==> src/rtl/addsub_pkg.sv <==
// Shared types and constants for the add/sub accumulator stage.
// A reference helper is included for models that need a golden result.
package addsub_pkg;

    localparam int ADDSUB_W_DEFAULT = 4;

    typedef enum logic {
        OP_ADD = 1'b0,
        OP_SUB = 1'b1
    } op_e;

    typedef enum logic {
        BUF_EMPTY = 1'b0,
        BUF_FULL  = 1'b1
    } buf_e;

    // Result MSB is the carry for add and the borrow for sub (modulo 2^(W+1)).
    function automatic logic [ADDSUB_W_DEFAULT:0] addsub_ref(
        input logic [ADDSUB_W_DEFAULT-1:0] a,
        input logic [ADDSUB_W_DEFAULT-1:0] b,
        input logic                        sub
    );
        return sub ? ({1'b0, a} - {1'b0, b}) : ({1'b0, a} + {1'b0, b});
    endfunction

endpackage

==> src/rtl/addsub_rca_core.sv <==
// Combinational WIDTH-bit ripple-carry adder/subtractor.
// s[WIDTH] is the carry out on add and the borrow (a < b) on sub.
module addsub_rca_core
    import addsub_pkg::*;
#(
    parameter int WIDTH = ADDSUB_W_DEFAULT
) (
    input  logic [WIDTH-1:0] a,
    input  logic [WIDTH-1:0] b,
    input  logic             sub,
    output logic [WIDTH:0]   s
);

    logic [WIDTH:0]   c;
    logic [WIDTH-1:0] bx;

    assign bx   = b ^ {WIDTH{sub}};
    assign c[0] = sub;

    for (genvar i = 0; i < WIDTH; i++) begin : g_bit
        assign s[i]   = a[i] ^ bx[i] ^ c[i];
        assign c[i+1] = (a[i] & bx[i]) | (c[i] & (a[i] ^ bx[i]));
    end

    // Two's-complement subtract leaves carry=1 when no borrow occurred.
    assign s[WIDTH] = c[WIDTH] ^ sub;

endmodule

==> src/rtl/addsub_acc_stage.sv <==
// Registered add/sub stage with valid/ready handshake, accumulator and sticky carry/borrow flag.
// Optional ADDSUB_OP_COUNT_EN adds a 16-bit accepted-operation counter output.
module addsub_acc_stage
    import addsub_pkg::*;
#(
    parameter int WIDTH = ADDSUB_W_DEFAULT
) (
    input  logic             clk,
    input  logic             rst,
    input  logic             in_valid,
    output logic             in_ready,
    input  logic [WIDTH-1:0] in_a,
    input  logic [WIDTH-1:0] in_b,
    input  logic             in_sub,
    input  logic             in_acc,
    input  logic             acc_clear,
    output logic             out_valid,
    input  logic             out_ready,
    output logic [WIDTH:0]   out_res,
    output logic [WIDTH-1:0] acc_q,
    output logic             ovf_sticky
`ifdef ADDSUB_OP_COUNT_EN
    ,
    output logic [15:0]      op_count
`endif
);

    buf_e             state;
    logic             accept;
    logic             drain;
    logic [WIDTH-1:0] a_sel;
    logic [WIDTH:0]   res;
    op_e              op;

    assign out_valid = (state == BUF_FULL);
    assign in_ready  = ~out_valid | out_ready;
    assign accept    = in_valid & in_ready;
    assign drain     = out_valid & out_ready;
    assign op        = op_e'(in_sub);

    // A clear in the same cycle makes an accumulate see zero, not the stale value.
    assign a_sel = in_acc ? (acc_clear ? '0 : acc_q) : in_a;

    addsub_rca_core #(.WIDTH(WIDTH)) u_core (
        .a   (a_sel),
        .b   (in_b),
        .sub (op == OP_SUB),
        .s   (res)
    );

    always_ff @(posedge clk or posedge rst) begin
        if (rst) begin
            state      <= BUF_EMPTY;
            out_res    <= '0;
            acc_q      <= '0;
            ovf_sticky <= 1'b0;
        end else if (accept) begin
            state      <= BUF_FULL;
            out_res    <= res;
            acc_q      <= res[WIDTH-1:0];
            ovf_sticky <= acc_clear ? res[WIDTH] : (ovf_sticky | res[WIDTH]);
        end else begin
            if (drain)
                state <= BUF_EMPTY;
            if (acc_clear) begin
                acc_q      <= '0;
                ovf_sticky <= 1'b0;
            end
        end
    end

`ifdef ADDSUB_OP_COUNT_EN
    always_ff @(posedge clk or posedge rst) begin
        if (rst)
            op_count <= '0;
        else if (accept)
            op_count <= acc_clear ? 16'd1 : op_count + 16'd1;
        else if (acc_clear)
            op_count <= '0;
    end
`endif

endmodule

==> config.mk <==
export PLATFORM = sky130hd
export DESIGN_NAME = addsub_acc_stage
export DESIGN_NICKNAME = d
export VERILOG_FILES = /design/src/rtl/addsub_pkg.sv /design/src/rtl/addsub_rca_core.sv /design/src/rtl/addsub_acc_stage.sv
export SDC_FILE = /design/constraint.sdc
export NUM_CORES = 1
export LEC_CHECK = 0
export ABC_AREA = 1
export CAP_MARGIN = 20
export CELL_PAD_IN_SITES_DETAIL_PLACEMENT = 0
export CELL_PAD_IN_SITES_GLOBAL_PLACEMENT = 2
export CORE_UTILIZATION = 35
export DETAILED_ROUTE_END_ITERATION = 10
export DONT_BUFFER_PORTS = 1
export HOLD_SLACK_MARGIN = 0.05
export MAX_ROUTING_LAYER = met4
export PLACE_DENSITY = 0.88
export SYNTH_ARGS = -nofsm -noshare
export SYNTH_HDL_FRONTEND = slang
export SYNTH_SLANG_ARGS = --single-unit
==> constraint.sdc <==
create_clock -name clk -period 4.6 [get_ports clk]
set_input_delay 0.46 -clock clk [delete_from_list [all_inputs] [get_ports clk]]
set_output_delay 0.46 -clock clk [all_outputs]
set_load 0.03 [all_outputs]
==> impl_metrics.ini, run 1 <==
[floorplanning]
initial_core_util_pct = 39.0
die_y_um = 43.9
io_pins = 27
die-area_um2 = 1930
fp.dieW_um = 43.9
core_um2 = 1580
num_rows = 14

[synthesis]
avgSynthCellArea_um2 = 9.31
synth.ff_latch_count = 11
synth_top_area_share_pct = 44.8
synth_cells = 66
ys_types = 16
ys.flop_type = dfrtp_1
ys_top_cells_by_count = nand2_1 (25), dfrtp_1 (11), nand2_2 (4), xor2_1 (4)
synth-edff-count = 0
yosysMostFrequentCell = nand2_1
syn_nets = 84
async_flop_share_pct = 100
synth_area_leader_cell = dfrtp_1
yosys-top-cells-area = dfrtp_1 (45%), nand2_1 (15%), fa_1 (9.8%), xor2_1 (5.7%), nand2_2 (4.1%)
ys_seq_area_share_pct = 44.8
synthesis.area_um2 = 614
yosys_warnings = 0

[drt]
num_vias = 414
drtIter0Drc = 3
wl_per_cell_um = 12.5
vias_per_cell = 4.87
firstDrtPassIters = 6
final_antenna_net_count = 0
drc_errors = 2
wl_mm = 1.06

[timing]
setup_viol = 0
worst_pin_slew_ns = 0.414
fin_skew_ns = 0.00321
hold_violations = 0
slew_headroom_pct = 72.4
post-route-period-util_pct = 52.8
period_needed_ns = 2.43
rsz0062_at_grt = no
max_freq_mhz = 411
drv_slew = 0
setup_tns_ns = 0

[worst_hold_path]
min_path_type = in2async

[clocking]
cts_tree = done
hold_buffers = 0
clockBufferDepth = 2
post_cts_resized = 0
worst_skew_pair.late_latency_ns = 0.26
clk_pin_slew_ns = 0.07
cts.htree.levels = 1
cts_setup_buffers = 0
cts_buffers = 3
cts_sinks = 11
clockRootBuffer = clkbuf_4

[setup_path]
arrival_ns = 2.59
cp-end-kind = flop
regToRegSetupSlack_ns = 2.17
regToRegStartpoint = acc_q[0]
worst-r2r-cell-count = 9
startpoint_type = flop
worstSetupPathType = reg2reg
worstPathRequired_ns = 4.76
reg2reg_to = ovf_sticky
crit_fanout = 3

[placed_design]
dpl.cell_count = 81
portBuffers = 0
place_congestion = 0.712
dpl.hpwl_um = 873

[grt]
grt_start_max_net_pins = 12
grt_overflow = 0
antenna_found_initial = 0
grt_pass1_vias = 410
grtUsageTotal_pct = 12.6
grt_pass1_wl_mm = 1.68

[pwr]
clockPowerShare_pct = 21.9
ir_worst_vdd_v = 0.000140
powerDensity_nw_per_um2 = 448
power_frac_comb_pct = 19.0
p_leak_uw = 0.000340
p_int_uw = 172
p_sw_uw = 121
switching_share_pct = 41.2
seqPwrFrac_pct = 59.1

[cells_and_area]
layout.nets = 88
fin_util_pct = 41.4
drive_above_1_share_pct = 18.8
area_growth_pct = 6.31
n_fill_cell = 168
diodes = 0
layoutNonFillerInstCount = 85

[run_status]
failed_checks = design-rule violations
outcome = finished, violations left

[job]
maxCapViolCount = 0
## power by group through the flow
| stage | Sequential (uW) | Clock [uW] | Combinational (uW) |
|---|---|---|---|
| 6_report | 173 | 64.0 | 55.7 |
| 5_1_grt | 176 | 69.0 | 64.8 |
| 4_1_cts | 173 | 67.0 | 56.4 |
| 3_5_place_dp | 175 | 0 | 56.2 |
| 3_3_place_gp | 175 | 0 | 55.4 |
| 2_1_floorplan | 171 | 0 | 49.5 |
## state kept, by name, indices dropped and copies added (netlist names)
signal      count
out_res         5
acc_q           4
out_valid       1
ovf_sticky      1
## cell usage in the layout (no fill, tap or decap)
master    Yosys  layout
clkbuf_1      0       1
clkbuf_4      0       3
dfrtp_1      11      11
fa_1          3       3
inv_1         3       3
inv_2         2       2
inv_8         1       1
nand2_1      25      25
nand2_2       4       4
nand2_4       1       1
nand2_8       1       1
nand3_1       3       3
o21a_1        1       1
o21ai_0       3       3
o21ai_1       2       2
o21ai_2       1       1
xor2_1        4       4
## how the worst max path moves through the flow
stage,startpoint,end,cells past startpoint
final,acc_q[0],ovf_sticky,9
after global routing,acc_q[0],ovf_sticky,9
after CTS,acc_q[0],ovf_sticky,9
after detailed placement,acc_q[0],ovf_sticky,9
after global placement,acc_q[0],out_res[4],9
after floorplan,acc_q[0],out_res[4],9
## layout make-up
type | instances | area (um^2) | share of cell area [%]
multi-input combinational | 48 | 302 | 46.2
sequential | 11 | 275 | 42.1
inverter | 6 | 30.0 | 4.60
clock buffer | 4 | 26.3 | 4.02
tap | 16 | 20.0 | 3.07
## stage by stage
stage                     hold WS [ns]  setup slack (ns)  area (um^2)  power [uW]
final                           0.0676              2.17          653         293
after CTS                       0.0746              2.16          653         297
after global placement           0.364              2.18          627         230
after floorplan                  0.312              2.28          614         220
after global routing             0.107              2.08          653         310
after detailed placement         0.365              2.16          627         231
## routing by layer
metal	track usage (%)	up-vias	wire length [um]	share of wire, %
met4	9.09	0	12	1.1
met2	19.7	20	474	45
met3	2.50	2	86	8.1
li1	-	211	-	-
met5	-	-	0	0
met1	14.2	181	491	46
## critical path, stage by stage (launching register included)
cell and delay [ns]:
dfrtp_1 0.51, nand3_1 0.16, nand3_1 0.10, o21a_1 0.13, fa_1 0.38, fa_1 0.39, fa_1 0.38, xor2_1 0.15
nand2_1 0.08, nand2_1 0.05
## kinds of logic (layout without fill, tap and decap cells)
logic type	after synthesis	in the layout	synth area share [%]
fa+ha+maj	3	3	9.78
xor+xnor	4	4	5.70
buf+inv	7	10	6.11
compound gates	7	7	6.72
simple gates	34	34	26.9
flops	11	11	44.8
No activity file was read; power rests on OpenSTA's default activity.
==> run 2: changes to the inputs <==
Settings changed: CORE_UTILIZATION 35 to 29, PLACE_DENSITY 0.88 to 0.8.
Clock period 4.6 ns to 1.9 ns, I/O delays scaled along.
==> run 2 against run 1 <==
The flow finishes with violations (negative setup slack). Sequential share of layout area down 9.0 points. Via count rose by 21%. Cell count grew 35%. Clock power up 140%. Count of clock-buffer cells in the layout is the same. First-iteration DRC count shrank 33%. Critical path depth is the same. Routed wire length up 24%. Critical path type unchanged. Largest cell class unchanged.
==> impl_metrics.ini, run 2 (synthesis results as in run 1) <==
[run_status]
outcome = finished, violations left
failed_checks = negative setup slack

[drt]
drtIter0Drc = 2
wl_mm = 1.32
final_antenna_net_count = 0
firstDrtPassIters = 3
wl_per_cell_um = 11.5
vias_per_cell = 4.37
num_vias = 503
drc_errors = 0

[cells_and_area]
n_fill_cell = 206
fin_util_pct = 42.2
layout_common_cells = nand2_1 (23), buf_4 (18), dfrtp_1 (9)
layout.nets = 107
area_growth_pct = 36.3
reg_top3 = out_res (5), acc_q (4)
regMostFlops = out_res
final_common_cell = nand2_1
layoutNonFillerInstCount = 115
drive_above_1_share_pct = 45.5
largest_reg_flops = 5
diodes = 0

[placed_design]
dpl.cell_count = 99
portBuffers = 0
dpl.hpwl_mm = 1.00
place_ws_ns = -0.211
place_congestion = 0.712

[setup_path]
worstPathRequired_ns = 2.05
arrival_ns = 2.28
cp-end-kind = flop
worstSetupPathType = reg2reg
startpoint_type = flop
crit_fanout = 2

[grt]
grt_start_max_net_pins = 12
antenna_found_initial = 0
grt_pass1_vias = 508
grtUsageTotal_pct = 13.4
grt_overflow = 0
grt_pass1_wl_mm = 2.01

[clocking]
worst_skew_pair.late_latency_ns = 0.26
cts_tree = done
cts_sinks = 11
clockBufferDepth = 2
clockRootBuffer = clkbuf_4
cts_buffers = 3
cts.htree.levels = 1
clk_pin_slew_ns = 0.07

[floorplanning]
fp.dieW_um = 48.0
die-area_um2 = 2310
io_pins = 27
die_y_um = 48.0
initial_core_util_pct = 31.0
num_rows = 16
core_um2 = 1980

[timing]
setup_viol = 6
drv_slew = 0
period_needed_ns = 2.13
post-route-period-util_pct = 112
fin_skew_ns = 0.00151
rsz0062_at_grt = yes
worst_pin_slew_ns = 0.421
whs_ns = 0.0841
setup_ws_ns = -0.232
hold_violations = 0
setup_tns_ns = -1.29
max_freq_mhz = 469
slew_headroom_pct = 71.9

[job]
maxCapViolCount = 0

[pwr]
powerDensity_nw_per_um2 = 927
ir_worst_vdd_v = 0.000304
p_leak_uw = 0.000428

[worst_hold_path]
min_path_type = in2reg
==> run 2: worst paths after layout <==
path,start,end,cells after the start,slack [ns]
min in group asynchronous,rst,acc_q[2],2,0.36
hold reg to reg,acc_q[3],acc_q[3],2,0.56
setup / recovery,acc_q[0],ovf_sticky,9,-0.23
max in group asynchronous,rst,acc_q[1],2,1.22
setup reg to reg,acc_q[0],ovf_sticky,9,-0.23
hold / removal,in_valid,out_valid,2,0.08
==> run 2: metal layers <==
layer | global-route usage [%] | share of wire [%]
met4 | 6.67 | 1.6
met3 | 2.64 | 5.5
met1 | 15.9 | 43
met2 | 21.4 | 50
met5 | - | 0
==> run 2: critical path, cell delays in order (launching register included) <==
cell and delay [ns]:
dfrtp_2 0.41, nand3_2 0.10, nand3_2 0.08, o21a_1 0.13
fa_2 0.34, fa_2 0.35, fa_2 0.34, xor2_1 0.15
nand2_1 0.08, nand2_1 0.06
==> run 2: through the flow <==
stage               cell area (um^2)  total power, uW
finish                           837              776
global route                     837              832
CTS                              832              783
detailed placement               713              602
global placement                 713              597
floorplan                        634              540
==> run 2: report_power, final <==
group / total, uW / internal, uW / switching [uW]
logic: 236 / 106 / 130
clock network: 156 / 81.0 / 74.7
registers: 384 / 283 / 101
==> run 2: what timing repair did <==
action                                  CTS  global route
hold buffers                              1             0
resized for setup                         0             2
pin swaps                                 2             2
cloned                                    0             0
hold endpoints to repair                 11             0
buffers inserted                         11             0
endpoints found under the setup margin    4             6
==> run 2: cell type report <==
type                            count  area (um^2)  area share, %
Tap cell                           27         33.8           4.04
Timing Repair Buffer               19          145           17.3
Multi-Input combinational cell     48          324           38.7
Sequential cell                    11          278           33.2
Clock buffer                        4         26.3           3.14
Inverter                            6         30.0           3.59
